$ cat config.mk
export PLATFORM = sky130hd
export DESIGN_NAME = fft_pingpong_input
export DESIGN_NICKNAME = d
export VERILOG_FILES = /design/src/rtl/fft_pkg.sv /design/src/rtl/fft_bank_ram.sv /design/src/rtl/fft_pingpong_input.sv
export SDC_FILE = /design/constraint.sdc
export NUM_CORES = 1
export LEC_CHECK = 0
export ABC_CLOCK_PERIOD_IN_PS = 6300
export BUFFER_PORTS_ARGS = -buffer_cell sky130_fd_sc_hd__buf_2
export CAP_MARGIN = 20
export CORE_MARGIN = 3
export CORE_UTILIZATION = 60
export CTS_BUF_LIST = sky130_fd_sc_hd__clkbuf_16
export CTS_CLUSTER_DIAMETER = 30
export DETAILED_ROUTE_END_ITERATION = 6
export PLACE_DENSITY = 0.87
export SYNTH_ARGS = -nofsm -noshare
export SYNTH_HDL_FRONTEND = slang
export SYNTH_HIERARCHICAL = 1
export SYNTH_SLANG_ARGS = --single-unit
$ cat constraint.sdc
create_clock -name clk_i -period 6.3 [get_ports clk_i]
set_input_delay 0.315 -clock clk_i [delete_from_list [all_inputs] [get_ports clk_i]]
set_output_delay 0.315 -clock clk_i [all_outputs]
set_load 0.005 [all_outputs]
$ cat src/rtl/fft_pkg.sv
// Shared FSM encoding and default sizing for the FFT ping-pong input buffer.
package fft_pkg;

    localparam int NFFT_DEF   = 8;
    localparam int DATA_W_DEF = 32;

    typedef enum logic [1:0] {
        ST_IDLE   = 2'd0,
        ST_LOAD   = 2'd1,
        ST_STREAM = 2'd2
    } fft_state_e;

endpackage

$ cat src/rtl/fft_bank_ram.sv
// Two-bank sample store: one word write port, one registered read port returning {imag, real}.
module fft_bank_ram
    import fft_pkg::*;
#(
    parameter int NFFT   = NFFT_DEF,
    parameter int DATA_W = DATA_W_DEF
)(
    input  logic                      clk_i,
    input  logic                      we_i,
    input  logic                      wbank_i,
    input  logic [$clog2(2*NFFT)-1:0] waddr_i,
    input  logic [DATA_W-1:0]         wdata_i,
    input  logic                      re_i,
    input  logic                      rbank_i,
    input  logic [$clog2(NFFT)-1:0]   raddr_i,
    output logic [2*DATA_W-1:0]       rdata_o
);

    localparam int AW = $clog2(2*NFFT);
    localparam int KW = $clog2(NFFT);

    // Real and imaginary halves live in separate arrays so a whole sample reads in one cycle.
    logic [DATA_W-1:0]   mem_re_q [2*NFFT];
    logic [DATA_W-1:0]   mem_im_q [2*NFFT];
    logic [2*DATA_W-1:0] rdata_q;
    logic [KW:0]         widx;
    logic [KW:0]         ridx;

    assign widx = {wbank_i, waddr_i[AW-1:1]};
    assign ridx = {rbank_i, raddr_i};

    always_ff @(posedge clk_i) begin
        if (we_i && !waddr_i[0]) begin
            mem_re_q[widx] <= wdata_i;
        end
        if (we_i && waddr_i[0]) begin
            mem_im_q[widx] <= wdata_i;
        end
        if (re_i) begin
            rdata_q <= {mem_im_q[ridx], mem_re_q[ridx]};
        end
    end

    assign rdata_o = rdata_q;

endmodule

$ cat src/rtl/fft_pingpong_input.sv
// Ping-pong frame buffer: a host fills one bank while the other streams out as AXIS samples.
//   state     | meaning
//   ST_IDLE   | nothing committed, waiting for pending > 0
//   ST_LOAD   | first sample read issued, RAM latency cycle
//   ST_STREAM | tvalid high, one sample per accepted beat
module fft_pingpong_input
    import fft_pkg::*;
#(
    parameter int NFFT   = NFFT_DEF,
    parameter int DATA_W = DATA_W_DEF
)(
    input  logic                      clk_i,
    input  logic                      reset_i,
    input  logic [$clog2(2*NFFT)-1:0] w_addr_i,
    input  logic [31:0]               w_data_i,
    input  logic                      w_en_i,
    input  logic                      trig_i,
    input  logic                      clr_ovf_i,
    input  logic                      tready_i,
    output logic                      tvalid_o,
    output logic                      tlast_o,
    output logic [2*DATA_W-1:0]       tdata_o,
    output logic                      streaming_o,
    output logic [1:0]                pending_o,
    output logic                      overflow_o,
    output logic                      done_o
);

    localparam int            KW     = $clog2(NFFT);
    localparam logic [KW-1:0] K_LAST = KW'(NFFT - 1);

    fft_state_e          state_q, state_d;
    logic [1:0]          pending_q, pending_d;
    logic                wr_bank_q, wr_bank_d;
    logic                rd_bank_q, rd_bank_d;
    logic [KW-1:0]       k_q, k_d;
    logic                overflow_q, overflow_d;
    logic                done_q, done_d;
    logic                rd_en;
    logic [KW-1:0]       rd_addr;
    logic [2*DATA_W-1:0] rd_data;
    logic                full, hs, last_hs, trig_ok, wr_ok;
    logic                unused_wdata;

    assign unused_wdata = ^w_data_i;

    assign full     = (pending_q == 2'd2);
    assign tvalid_o = (state_q == ST_STREAM);
    assign tlast_o  = tvalid_o && (k_q == K_LAST);
    assign hs       = tvalid_o && tready_i;
    assign last_hs  = hs && tlast_o;
    // A frame retiring in the same cycle frees a slot, so that trig is always accepted.
    assign trig_ok  = trig_i && (!full || last_hs);
    assign wr_ok    = w_en_i && !full;

    always_comb begin
        state_d    = state_q;
        pending_d  = pending_q;
        wr_bank_d  = wr_bank_q;
        rd_bank_d  = rd_bank_q;
        k_d        = k_q;
        overflow_d = overflow_q;
        done_d     = 1'b0;
        rd_en      = 1'b0;
        rd_addr    = k_q;

        if (trig_ok) begin
            wr_bank_d = ~wr_bank_q;
        end
        if (trig_ok && !last_hs) begin
            pending_d = pending_q + 2'd1;
        end else if (!trig_ok && last_hs) begin
            pending_d = pending_q - 2'd1;
        end

        if (clr_ovf_i) begin
            overflow_d = 1'b0;
        end
        if ((trig_i && !trig_ok) || (w_en_i && full)) begin
            overflow_d = 1'b1;
        end

        unique case (state_q)
            ST_IDLE: begin
                if (pending_q != 2'd0) begin
                    state_d = ST_LOAD;
                end
            end
            ST_LOAD: begin
                rd_en   = 1'b1;
                rd_addr = '0;
                k_d     = '0;
                state_d = ST_STREAM;
            end
            ST_STREAM: begin
                if (hs) begin
                    if (tlast_o) begin
                        rd_bank_d = ~rd_bank_q;
                        done_d    = 1'b1;
                        state_d   = (pending_d != 2'd0) ? ST_LOAD : ST_IDLE;
                    end else begin
                        rd_en   = 1'b1;
                        rd_addr = k_q + KW'(1);
                        k_d     = k_q + KW'(1);
                    end
                end
            end
            default: state_d = ST_IDLE;
        endcase
    end

    always_ff @(posedge clk_i or posedge reset_i) begin
        if (reset_i) begin
            state_q    <= ST_IDLE;
            pending_q  <= 2'd0;
            wr_bank_q  <= 1'b0;
            rd_bank_q  <= 1'b0;
            k_q        <= '0;
            overflow_q <= 1'b0;
            done_q     <= 1'b0;
        end else begin
            state_q    <= state_d;
            pending_q  <= pending_d;
            wr_bank_q  <= wr_bank_d;
            rd_bank_q  <= rd_bank_d;
            k_q        <= k_d;
            overflow_q <= overflow_d;
            done_q     <= done_d;
        end
    end

    fft_bank_ram #(
        .NFFT   (NFFT),
        .DATA_W (DATA_W)
    ) u_ram (
        .clk_i   (clk_i),
        .we_i    (wr_ok),
        .wbank_i (wr_bank_q),
        .waddr_i (w_addr_i),
        .wdata_i (w_data_i[DATA_W-1:0]),
        .re_i    (rd_en),
        .rbank_i (rd_bank_q),
        .raddr_i (rd_addr),
        .rdata_o (rd_data)
    );

    // RAM output is not reset, so gate it to keep tdata at zero outside a frame.
    assign tdata_o     = tvalid_o ? rd_data : '0;
    assign streaming_o = (state_q != ST_IDLE);
    assign pending_o   = pending_q;
    assign overflow_o  = overflow_q;
    assign done_o      = done_q;

endmodule
* Word-level counts from Yosys, hierarchy flattened *
Memories as Yosys holds them, arrays and structs flattened. A register that Yosys moved wholly into a read port is not among the register bits.
Index checks and enable logic that the tools add are counted.

word-level totals
  RAM bits = 1024
  output and inout bits = 71
  bits in latches = 0
  memories = 2
  memory bits (read-only) = 0
  input bits = 42
  bits in registers = 11
  logic and storage cells = 68

cells by class
  div/mod/pow operators = 0
  equal/unequal tests = 7
  multipliers = 0
  add/subtract/negate cells = 3
  $lt $le $gt $ge = 0
  shift operators = 0
  bitwise gates (word level) = 2
  mux-type cells = 23
  reduce and logical (&&, ||, !) cells = 24

memory list
  memory          depth  width  read ports  clocked after Yosys merged registers in  write ports  line                RTL
  u_ram.mem_im_q  16     32     1           1                                        1            fft_bank_ram.sv:24  logic [DATA_W-1:0] mem_im_q [2*NFFT];
  u_ram.mem_re_q  16     32     1           1                                        1            fft_bank_ram.sv:23  logic [DATA_W-1:0] mem_re_q [2*NFFT];

operator list
  kind                 count
  $mux 64              1
  $mux 1               12
  $logic_and 1x1->1    11
  $mux 2               5
  $reduce_bool 2->1    4
  $mux 3               2
  $pmux 2 s3           1
  $pmux 3 s2           1
  $reduce_and 3->1     2
  $eq 2x2->1 const B   2
  $logic_not 1->1      4
  $ne 2x1->1 const B   2
  $add 3x1->3 const B  1
  $eq 3x3->1 const B   1
  $add 2x1->2 const B  1
  $eq 2x1->1 const B   1
  $logic_not 2->1      1
  $logic_or 1x1->1     2
  $ne 2x2->1 const B   1
  $not 1->1            2
  $pmux 1 s2           1
  $sub 2x1->2 const B  1

* Logic depth before layout (Yosys ltp) *
Gate-level depths: netlist (run 1).

  depth in word-level cells = 14
  mapped depth = 11

* Cells and area by module *
The synthesis (run 1) kept the hierarchy.

by module, submodules not included
  module              seq. area each (um^2)  cells an instance  instances  area an instance (um^2)
  fft_bank_ram        32671.3                1675               1          40326.2
  fft_pingpong_input  275.3                  136                1          1096.1

* Worst setup path after synthesis (run 1) *
No wires, ideal clock.

  path kind = register to register
  from = register state_q[0]
  to = register u_ram.rdata_q[0] (netlist: u_ram/rdata_o[0]) (read register of u_ram.mem_re_q) (enable)
  setup slack = 1.813 ns
  period minus slack after synthesis = 4.487 ns
  arrival time = 3.993 ns
  stages on the path, launching flop included = 7
  buffers on the path = 2
  data required time = 5.806 ns
  library setup time = 0.494 ns
  cell sequence = dfrtp_1 -> inv_1 -> ha_1 -> buf_2 -> clkbuf_1 -> a21oi_1 -> nor2b_1

on the way
  word-level cells in the longest chain between the ends = 5

ends and longest elaborated chain
  item                    line                       RTL
  from (decl)             fft_pingpong_input.sv:32   fft_state_e state_q, state_d;
  from (signal assigned)  fft_pingpong_input.sv:122  state_q <= state_d;
  $eq 2x2->1 (*)          fft_pingpong_input.sv:48   assign tvalid_o = (state_q == ST_STREAM);
  via tvalid_o            fft_pingpong_input.sv:20   output logic tvalid_o,
  $logic_and 1x1->1       fft_pingpong_input.sv:49   assign tlast_o = tvalid_o && (k_q == K_LAST);
  $mux 1                  fft_pingpong_input.sv:97   if (tlast_o) begin
  $mux 1                  fft_pingpong_input.sv:96   if (hs) begin
  $pmux 1 s2 (*)          fft_pingpong_input.sv:83   unique case (state_q)
  via rd_en               fft_pingpong_input.sv:39   logic rd_en;
  to (decl)               fft_bank_ram.sv:25         logic [2*DATA_W-1:0] rdata_q;

Mark *: on every way through the listed nets, which the timed path passes. The rest lies on a longest branch.
A chain may end at the register's enable or synchronous reset.

* Final worst setup path (run 1) *
  from = register state_q[0]
  to = register u_ram.rdata_q[35] (netlist: u_ram/rdata_o[35]) (read register of u_ram.mem_im_q), data pin

on the way
  word-level cells in the longest chain between the ends = 5

ends and longest elaborated chain
  item                 line                      RTL
  $eq 2x2->1           --
  $logic_and 1x1->1    fft_pingpong_input.sv:49
  $mux 3 (2 in a row)  --
  $pmux 3 s2 (*)       fft_pingpong_input.sv:83
  via k_d[1]           fft_pingpong_input.sv:36  logic [KW-1:0] k_q, k_d;

Marks and branches as above.

==> results.py, run 1 <==
metrics = {
    "setup_path": {
        "slowest_stage": "ha_2",
        "cp_max_fo": 42,
        "timing.rr.end": "u_ram/rdata_o[35]$_DFFE_PP_",
        "cp.arrival_ns": 4.79,
        "r2r_cells": 9,
        "worstSetupStartpointType": "flop",
        "slowest_delay_ns": 0.81,
        "rrSetupSlack_ns": 1.99,
        "endpoint_kind": "flop",
        "cp_cell_sequence": "inv_1 > ha_2 > inv_1 > o21ai_0 > a22o_4 > buf_4 > mux4_2 > a22oi_1 > nand2_1",
        "worstPathRequired_ns": 6.77,
        "path_common_cell": "inv_1",
        "critical_path_class": "flop to flop",
        "rr_startpoint": "state_q[0]$_DFFE_PP0P_",
    },
    "yosys": {
        "synth_cell_types": 34,
        "syn_avg_cell_area_um2": 22.9,
        "synth_edf_count": 1088,
        "syn_nets": 1861,
        "ys_seq_area_share_pct": 79.5,
        "synth_seq_cells": 1099,
        "synthFlopType": "edfxtp_1",
        "synth_top_area_cell": "edfxtp_1",
        "synth_area_leaders": "edfxtp_1, mux4_2, a22oi_1",
        "yosysTopAreaCellShare_pct": 78.9,
        "synth_cells": 1811,
        "ys_async_sr_fraction_pct": 1.00,
        "ys_warn_count": 6,
        "synthesis.area_mm2": 0.0414,
    },
    "placement": {
        "place_area_mm2": 0.0433,
        "place_inst": 2749,
        "gp_congestion": 0.741,
        "hpwl_um": 49000,
        "post-place-ws_ns": 2.24,
        "io_buffers": 112,
    },
    "flow_run": {
        "cap_viol_max_count": 0,
    },
    "detailed_routing": {
        "drt_wl_total_um": 110000,
        "via_per_inst": 7.02,
        "wl_per_cell_um": 36.2,
        "vias": 21300,
        "firstDrtPassIters": 5,
        "drt_iter0_drc": 3359,
        "drc_errors": 0,
        "ant_nets": 0,
    },
    "finish": {
        "layout_commonest_cell": "edfxtp_1",
        "area_growth_syn_to_layout_pct": 17.2,
        "layout_common_cells": "edfxtp_1, mux4_2, clkbuf_16, a22oi_1, buf_2",
        "utilization_pct": 71.6,
        "n_fill_cell": 3507,
        "finalNonFillerCells": 3037,
        "post-route-cell-area_mm2": 0.0485,
        "num-nets-final": 2087,
        "layout-drive-gt1-share_pct": 33.2,
    },
    "min_path": {
        "hold_depth": 1,
        "min_from": "w_data_i[0]",
        "hp-class": "input port to flop",
        "hold-path-endpoint": "u_ram/mem_re_q[1][0]$_DFFE_PP_",
    },
    "global_routing": {
        "grt_pass1_vias": 22700,
        "antenna_found_initial": 2,
        "grt_pass1_wl_um": 159000,
        "grt_overflow": 0,
        "grt_max_degree": 125,
        "grtUsageTotal_pct": 31.6,
    },
    "sta": {
        "max_freq_mhz": 232,
        "skew_ns": 0.0316,
        "layout_min_cycle_time_ns": 4.31,
        "fin_crit_sh_pct": 68.5,
        "finalSetupViolCount": 0,
        "setup_tns_ns": 0,
        "maxSlewViolCount": 0,
        "fin_ws_ns": 1.99,
        "rsz0062_at_grt": "no",
        "fin_hold_ws_ns": 0.0899,
        "worst_pin_slew_ns": 1.10,
        "finalHoldViolations": 0,
        "max_slew_margin_pct": 26.6,
    },
    "outcome": {
        "status": "complete, no violations",
    },
    "clock_tree": {
        "cts_root_buffer": "clkbuf_16",
        "clock_sinks": 1099,
        "cts_tree": "yes",
        "worstSkewPairLatency_ns": 0.75,
        "path_clk_slew_ns": 0.07,
        "cts-resized-gates": 0,
        "cts.path.max_buffers": 3,
        "cts_inserted_buffers": 154,
        "holdBufCountCts": 5,
        "post_cts_buffers": 0,
        "htreeDepth": 4,
    },
    "pwr": {
        "total_power_mw": 20.5,
        "total_leakage_power_nw": 15.6,
        "irDropWorstVdd_mv": 0.446,
        "p_per_area_mw_per_mm2": 422,
    },
    "die": {
        "die_area_mm2": 0.0722,
        "initial_core_util_pct": 61.1,
        "die_x_um": 269,
        "num_rows": 95,
        "fp.coreArea_mm2": 0.0678,
        "ios": 113,
        "die_h_um": 269,
    },
}
metal layers:
metal / part of all wire [%] / vias up / GRT usage, % / wire [um]
li1: - / 8138 / - / -
met1: 33 / 10900 / 40.3 / 36400
met2: 50 / 1786 / 51.1 / 55100
met3: 11 / 455 / 6.96 / 11600
met4: 6.2 / 0 / 18.3 / 6820
met5: 0 / - / 0 / 0
sequential cells by signal, indices dropped and copies added, names as in the netlist:
signal / count
k_q: 3
pending_o: 2
done_o: 1
wr_bank_q: 1
overflow_o: 1
rd_bank_q: 1
u_ram/mem_im_q: 512
state_q: 2
u_ram/rdata_o: 64
u_ram/mem_re_q: 512
area by class of cell:
| type | instances | area (um^2) | area share, % |
|---|---|---|---|
| clock buffer | 156 | 3900 | 8.04 |
| tap | 873 | 1090 | 2.25 |
| clock inverter | 124 | 1280 | 2.63 |
| antenna | 3 | 7.51 | 0.0155 |
| inverter | 11 | 41.3 | 0.0851 |
| multi-input combinational | 606 | 8240 | 17.0 |
| sequential | 1099 | 32900 | 67.9 |
| timing repair buffer | 165 | 1030 | 2.13 |
synthesized netlist by cell type (2+ instances only):
library cell  count
nor2b_1           9
dfrtp_1          11
buf_2            14
o22ai_1           3
a22o_1            3
nand3_1           5
edfxtp_1       1088
nor2_1           35
xnor2_1           3
nand2b_1          2
inv_1            11
ha_1              8
clkbuf_1         55
a22oi_1         128
mux2_2            2
mux2i_1           2
buf_1             7
buf_6            13
mux4_2          256
nand2_1          69
buf_4             6
a21oi_1           3
and2_1           66
o21ai_0           2
how the worst max path moves through the flow:
stage                                       from                           to  cells past startpoint
after floorplan           state_q[0]$_DFFE_PP0P_   u_ram/rdata_o[0]$_DFFE_PP_                      6
after CTS                 state_q[0]$_DFFE_PP0P_  u_ram/rdata_o[35]$_DFFE_PP_                      9
final                     state_q[0]$_DFFE_PP0P_  u_ram/rdata_o[35]$_DFFE_PP_                      9
after detailed placement  state_q[0]$_DFFE_PP0P_  u_ram/rdata_o[40]$_DFFE_PP_                      9
after global routing      state_q[0]$_DFFE_PP0P_  u_ram/rdata_o[35]$_DFFE_PP_                      9
after global placement    state_q[0]$_DFFE_PP0P_  u_ram/rdata_o[40]$_DFFE_PP_                      9
critical path: cells and delay by family (launching register included):
| kind | cells | cell delay, ns |
|---|---|---|
| AO/OA/AOI/OAI | 3 | 1.36 |
| buffers and inverters | 3 | 0.95 |
| adder cells (fa/ha/maj) | 1 | 0.81 |
| multiplexers | 1 | 0.44 |
| flip-flops | 1 | 0.42 |
| AND/OR/NAND/NOR | 1 | 0.09 |
cells by family (layout without fill, tap and decap cells):
logic type                 after synthesis  after routing  share of synthesized area (%)
muxes                                  260            260                           14.0
AOI/OAI and AO/OA                      143            143                           2.56
and+or+nand+nor                        192            192                           2.28
buffers and inverters                  106            456                           1.29
adders and majority gates                8              8                          0.242
other                                    0              3                              0
xor gates and xnor gates                 3              3                         0.0634
DFF                                   1099           1099                           79.5
where the power goes:
part / total, mW / internal (mW) / switching (mW) / leakage (nW)
combinational: 3.22 / 1.47 / 1.75 / 3.07
clock: 8.67 / 5.26 / 3.41 / 2.56
sequential: 8.60 / 8.45 / 0.152 / 9.95
total: 20.5 / 15.2 / 5.31 / 15.6
(Power assumes the default switching activity.)
==> run 2: changes to the inputs <==
--- a/config.mk
+++ b/config.mk
@@ -5,15 +5,15 @@
 export SDC_FILE = /design/constraint.sdc
 export NUM_CORES = 1
 export LEC_CHECK = 0
-export ABC_CLOCK_PERIOD_IN_PS = 6300
+export ABC_CLOCK_PERIOD_IN_PS = 3900
 export BUFFER_PORTS_ARGS = -buffer_cell sky130_fd_sc_hd__buf_2
 export CAP_MARGIN = 20
 export CORE_MARGIN = 3
-export CORE_UTILIZATION = 60
+export CORE_UTILIZATION = 56
 export CTS_BUF_LIST = sky130_fd_sc_hd__clkbuf_16
 export CTS_CLUSTER_DIAMETER = 30
 export DETAILED_ROUTE_END_ITERATION = 6
-export PLACE_DENSITY = 0.87
+export PLACE_DENSITY = 0.86
 export SYNTH_ARGS = -nofsm -noshare
 export SYNTH_HDL_FRONTEND = slang
 export SYNTH_HIERARCHICAL = 1
==> constraint.sdc (replaced) <==
create_clock -name clk_i -period 3.9 [get_ports clk_i]
set_input_delay 0.195 -clock clk_i [delete_from_list [all_inputs] [get_ports clk_i]]
set_output_delay 0.195 -clock clk_i [all_outputs]
set_load 0.005 [all_outputs]
==> results.py, run 2 (synthesized netlist as in run 1, its figures left out) <==
metrics = {
    "finish": {
        "area_growth_syn_to_layout_pct": 20.7,
        "finalNonFillerCells": 3206,
        "layout_common_cells": "edfxtp_1, mux4_2, clkbuf_16, a22oi_1, buf_2",
        "layout_commonest_cell": "edfxtp_1",
        "num-nets-final": 2156,
        "layout-drive-gt1-share_pct": 33.6,
    },
    "pwr": {
        "p_sw_mw": 9.01,
        "p_per_area_mw_per_mm2": 684,
        "clockPowerShare_pct": 43.2,
        "total_leakage_power_nw": 16.1,
        "irDropWorstVdd_mv": 0.485,
        "p_sw_share_pct": 26.3,
        "combPwrFrac_pct": 16.2,
        "p_int_mw": 25.2,
        "seq_power_share_pct": 40.6,
    },
    "die": {
        "fp.coreArea_mm2": 0.0731,
        "die_x_um": 278,
        "ios": 113,
        "num_rows": 99,
        "die_area_mm2": 0.0773,
        "die_h_um": 278,
        "initial_core_util_pct": 56.7,
    },
    "detailed_routing": {
        "drc_errors": 0,
        "drt_wl_total_um": 114000,
        "met1_length_um": 38200,
        "ant_nets": 0,
        "firstDrtPassIters": 5,
        "via_per_inst": 6.80,
        "wl_per_cell_um": 35.6,
        "vias": 21800,
        "drt_iter0_drc": 3463,
        "routed-wl-met3_um": 12500,
        "top_layer": "met4",
        "wl_met2_um": 57800,
    },
    "setup_path": {
        "slowest_stage": "mux4_2",
        "cp.arrival_ns": 4.17,
        "slowest_delay_ns": 0.60,
        "cp_cell_sequence": "ha_1 > ha_1 > nor2b_1 > mux2i_1 > o22ai_4 > buf_12 > buf_12 > mux4_2 > a22oi_1 > nand2_1",
        "worstPathRequired_ns": 4.37,
        "endpoint_kind": "flop",
        "rrSetupSlack_ns": 0.20,
        "worstSetupStartpointType": "flop",
        "critical_path_class": "flop to flop",
        "cp_max_fo": 41,
    },
    "sta": {
        "maxSlewViolCount": 0,
        "finalHoldViolations": 0,
        "max_freq_mhz": 270,
        "max_slew_margin_pct": 29.0,
        "rsz0062_at_grt": "no",
        "worst_pin_slew_ns": 1.07,
        "fin_crit_sh_pct": 94.9,
        "setup_tns_ns": 0,
        "skew_ns": 0.0341,
        "finalSetupViolCount": 0,
        "layout_min_cycle_time_ns": 3.70,
    },
    "clock_tree": {
        "clock_sinks": 1099,
        "cts-resized-gates": 0,
        "cts_inserted_buffers": 160,
        "post_cts_buffers": 0,
        "worstSkewPairLatency_ns": 0.77,
        "cts_tree": "yes",
        "cts_root_buffer": "clkbuf_16",
        "htreeDepth": 4,
        "cts.path.max_buffers": 3,
        "path_clk_slew_ns": 0.07,
    },
    "placement": {
        "place_inst": 2864,
        "hpwl_um": 54000,
        "io_buffers": 112,
        "gp_congestion": 0.794,
    },
    "min_path": {
        "hp-class": "input port to flop",
    },
    "global_routing": {
        "grt_max_degree": 80,
        "grt_overflow": 0,
        "grt_pass1_vias": 23400,
        "grt_pass1_wl_um": 163000,
        "antenna_found_initial": 4,
        "grtUsageTotal_pct": 29.7,
    },
    "flow_run": {
        "cap_viol_max_count": 0,
    },
    "outcome": {
        "status": "complete, no violations",
    },
}
==> run 2: cell count changes in the layout (fill, tap and decap cells not counted), sizes merged <==
cell,change
clkbuf,+5
clkinvlp,+2
buf,+29
dlygate4sd3,+34
bufinv,+3
diode,+5
inv,-4
clkinv,+9
==> run 2: final cells by class <==
cell class | instances | area (um^2)
Sequential cell | 1099 | 32900
Fill cell | 4100 | 23100
Multi-Input combinational cell | 606 | 8240
Clock buffer | 161 | 4030
Timing Repair Buffer | 228 | 2000
Clock inverter | 134 | 1510
Tap cell | 959 | 1200
Inverter | 11 | 41.3
Antenna cell | 8 | 20.0
==> run 2: power by group through the flow <==
| stage | sequential, mW | combinational, mW | clock, mW |
|---|---|---|---|
| after floorplan | 14.0 | 3.78 | 0 |
| after global placement | 14.1 | 5.14 | 0 |
| after detailed placement | 14.1 | 5.31 | 0 |
| after CTS | 13.9 | 5.55 | 14.8 |
| after global routing | 13.9 | 5.85 | 15.4 |
| final | 13.9 | 5.53 | 14.8 |
==> run 2: worst paths after layout <==
path / startpoint / to / cells after the start
worst max-delay path: k_q[0]$_DFF_PP0_ / u_ram/rdata_o[1]$_DFFE_PP_ / 10
worst min-delay path: w_addr_i[0] / u_ram/mem_im_q[1][17]$_DFFE_PP_ / 3
worst max register to register: k_q[0]$_DFF_PP0_ / u_ram/rdata_o[1]$_DFFE_PP_ / 10
worst min register to register: pending_o[0]$_DFF_PP0_ / pending_o[0]$_DFF_PP0_ / 1
max in group asynchronous: reset_i / state_q[0]$_DFFE_PP0P_ / 4
min in group asynchronous: reset_i / k_q[2]$_DFF_PP0_ / 4
==> run 2: critical path, delay by kind of cell, from the launching register on <==
kind	cells	cell delay, ns
muxes	2	0.77
buffers and inverters	2	0.65
AOI/OAI and AO/OA	2	0.56
and+or+nand+nor	2	0.49
adders and majority gates	2	0.47
DFF	1	0.42
==> run 2: per-layer routing <==
layer | GRT usage [%] | vias to the layer above
li1 | - | 8279
met1 | 37.6 | 11200
met2 | 48.1 | 1924
met3 | 6.73 | 367
met4 | 17.1 | 0
met5 | 0 | -
==> run 2: timing repair <==
| item | CTS | global route |
|---|---|---|
| hold endpoints to repair | 1017 | 0 |
| setup endpoints to repair | 0 | 0 |
| hold buffers | 39 | 0 |
==> run 2: per-stage QoR <==
step / power, mW / utilization, % / hold slack (ns) / worst slack, ns / instance area (um^2)
floorplan: 17.8 / - / 0.0474 / 0.643 / 41400
global route: 35.1 / 68.4 / 0.244 / 0.0918 / 50000
CTS: 34.2 / 68.4 / 0.210 / 0.285 / 50000
detailed placement: 19.4 / 60.3 / 0.220 / 0.360 / 44000
global placement: 19.2 / 60.3 / 0.201 / 0.590 / 44000
finish: 34.2 / 68.4 / 0.262 / 0.201 / 50000
==> run 3: changes to the inputs <==
--- a/config.mk
+++ b/config.mk
@@ -13,6 +13,7 @@
 export CTS_BUF_LIST = sky130_fd_sc_hd__clkbuf_16
 export CTS_CLUSTER_DIAMETER = 30
 export DETAILED_ROUTE_END_ITERATION = 6
+export GPL_TIMING_DRIVEN = 0
 export PLACE_DENSITY = 0.86
 export SYNTH_ARGS = -nofsm -noshare
 export SYNTH_HDL_FRONTEND = slang
==> results.py, run 3 (synthesized netlist as in run 1, its figures left out) <==
metrics = {
    "setup_path": {
        "slowest_delay_ns": 0.49,
        "cp_max_fo": 10,
        "endpoint_kind": "flop",
        "slowest_stage": "buf_2",
        "worstPathRequired_ns": 4.35,
        "worstSetupStartpointType": "flop",
        "crit_buf_inv": 5,
        "cp_cell_sequence": "inv_1 > ha_1 > buf_2 > inv_1 > o21ai_0 > a22o_1 > clkbuf_2 > buf_2 > mux4_2 > a22oi_1 > nand2_1",
        "crit_family": "buffers and inverters",
        "cp.arrival_ns": 4.25,
        "critical_path_class": "flop to flop",
    },
    "finish": {
        "num-nets-final": 2195,
        "layout-drive-gt1-share_pct": 33.5,
        "area_growth_syn_to_layout_pct": 20.8,
        "finalNonFillerCells": 3235,
        "layout_common_cells": "edfxtp_1, mux4_2, clkbuf_16, a22oi_1, buf_2",
        "layout_commonest_cell": "edfxtp_1",
    },
    "placement": {
        "gp_congestion": 0.748,
        "hpwl_um": 63800,
        "io_buffers": 112,
        "place_inst": 2919,
    },
    "detailed_routing": {
        "firstDrtPassIters": 6,
        "drt_iter0_drc": 3303,
        "drt_wl_total_um": 116000,
        "vias": 22200,
        "wl_per_cell_um": 35.8,
        "via_per_inst": 6.87,
        "drc_errors": 0,
        "ant_nets": 0,
    },
    "die": {
        "die_x_um": 278,
        "die_h_um": 278,
        "ios": 113,
        "initial_core_util_pct": 56.7,
        "num_rows": 99,
        "fp.coreArea_mm2": 0.0731,
        "die_area_mm2": 0.0773,
    },
    "sta": {
        "fin_hold_ws_ns": 0.0275,
        "max_freq_mhz": 264,
        "layout_min_cycle_time_ns": 3.79,
        "rsz0062_at_grt": "no",
        "skew_ns": 0.0250,
        "finalSetupViolCount": 0,
        "worst_pin_slew_ns": 1.12,
        "maxSlewViolCount": 0,
        "finalHoldViolations": 0,
        "max_slew_margin_pct": 25.1,
        "setup_tns_ns": 0,
        "fin_crit_sh_pct": 97.3,
    },
    "pwr": {
        "irDropWorstVdd_mv": 0.364,
        "p_per_area_mw_per_mm2": 687,
        "total_leakage_power_nw": 16.2,
    },
    "flow_run": {
        "cap_viol_max_count": 0,
    },
    "clock_tree": {
        "path_clk_slew_ns": 0.06,
        "htreeDepth": 4,
        "clock_sinks": 1099,
        "cts_tree": "yes",
        "cts_inserted_buffers": 154,
        "cts_root_buffer": "clkbuf_16",
        "post_cts_buffers": 0,
        "cts.path.max_buffers": 3,
        "worstSkewPairLatency_ns": 0.75,
    },
    "global_routing": {
        "grt_pass1_vias": 23200,
        "grtUsageTotal_pct": 30.7,
        "grt_pass1_wl_um": 167000,
        "grt_max_degree": 33,
        "antenna_found_initial": 4,
        "grt_overflow": 0,
    },
    "outcome": {
        "status": "complete, no violations",
    },
    "min_path": {
        "hp-class": "input port to flop",
    },
}
==> run 3: cell count changes in the layout (fill, tap and decap cells not counted), moves of 9 or more <==
cell,before,now
clkbuf_1,0,34
buf_12,38,20
dlygate4sd3_1,39,30
buf_2,112,123
buf_6,0,14
buf_4,39,6
clkbuf_2,0,21
buf_16,0,14
clkinv_2,20,11
==> run 3: worst reg2reg max path, cell delays in order, from the launching register on <==
cell and delay (ns):
dfrtp_1 0.42, inv_1 0.11, ha_1 0.17, buf_2 0.31
inv_1 0.10, o21ai_0 0.25, a22o_1 0.33, clkbuf_2 0.43
buf_2 0.50, mux4_2 0.38, a22oi_1 0.35, nand2_1 0.16
==> run 3: path summary, 6_finish.rpt <==
check,endpoint,cells past startpoint,slack (ns),start
worst max-delay path,u_ram/rdata_o[32]$_DFFE_PP_,11,0.11,state_q[0]$_DFFE_PP0P_
worst min-delay path,u_ram/mem_re_q[1][23]$_DFFE_PP_,1,0.03,w_data_i[23]
worst max register to register,u_ram/rdata_o[32]$_DFFE_PP_,11,0.11,state_q[0]$_DFFE_PP0P_
worst min register to register,pending_o[0]$_DFF_PP0_,1,0.57,pending_o[0]$_DFF_PP0_
max in group asynchronous,k_q[0]$_DFF_PP0_,4,3.00,reset_i
min in group asynchronous,state_q[1]$_DFFE_PP0P_,4,0.58,reset_i
==> run 3: per-stage QoR <==
step / power [mW] / cell area (um^2) / utilization [%] / setup slack [ns]
2_1_floorplan: 17.8 / 41400 / - / 0.643
3_3_place_gp: 19.3 / 43200 / 59.1 / -1.59
3_5_place_dp: 19.7 / 44300 / 60.6 / -0.230
4_1_cts: 34.5 / 50000 / 68.4 / -0.136
5_1_grt: 35.3 / 50100 / 68.5 / 0.0402
6_report: 34.4 / 50100 / 68.5 / 0.106
==> run 3: timing repair <==
| action | in CTS | in global routing |
|---|---|---|
| endpoints found under the hold margin | 569 | 0 |
| endpoints found under the setup margin | 54 | 62 |
| hold buffers | 30 | 0 |
| gates resized for setup | 10 | 46 |
==> run 3: final cells by class <==
class,count,area [um^2]
sequential,1099,32900
fill,4018,23000
multi-input combinational,606,8190
clock buffer,157,3930
timing repair buffer,179,1690
clock inverter,128,1510
tap,959,1200
buffer,94,539
inverter,11,41.3
antenna,2,5.00
==> run 3: power by group <==
part | switching, mW | internal (mW) | total (mW)
registers | 0.171 | 13.6 | 13.8
clock network | 5.62 | 8.98 | 14.6
logic | 3.34 | 2.65 | 6.00
==> run 3: per-layer routing <==
metal	wire length, um	global-route usage [%]	vias to the layer above
met5	14	0	-
li1	-	-	8369
met3	11900	7.33	419
met1	38400	38.2	11500
met4	6760	16.8	2
met2	58700	50.4	1956
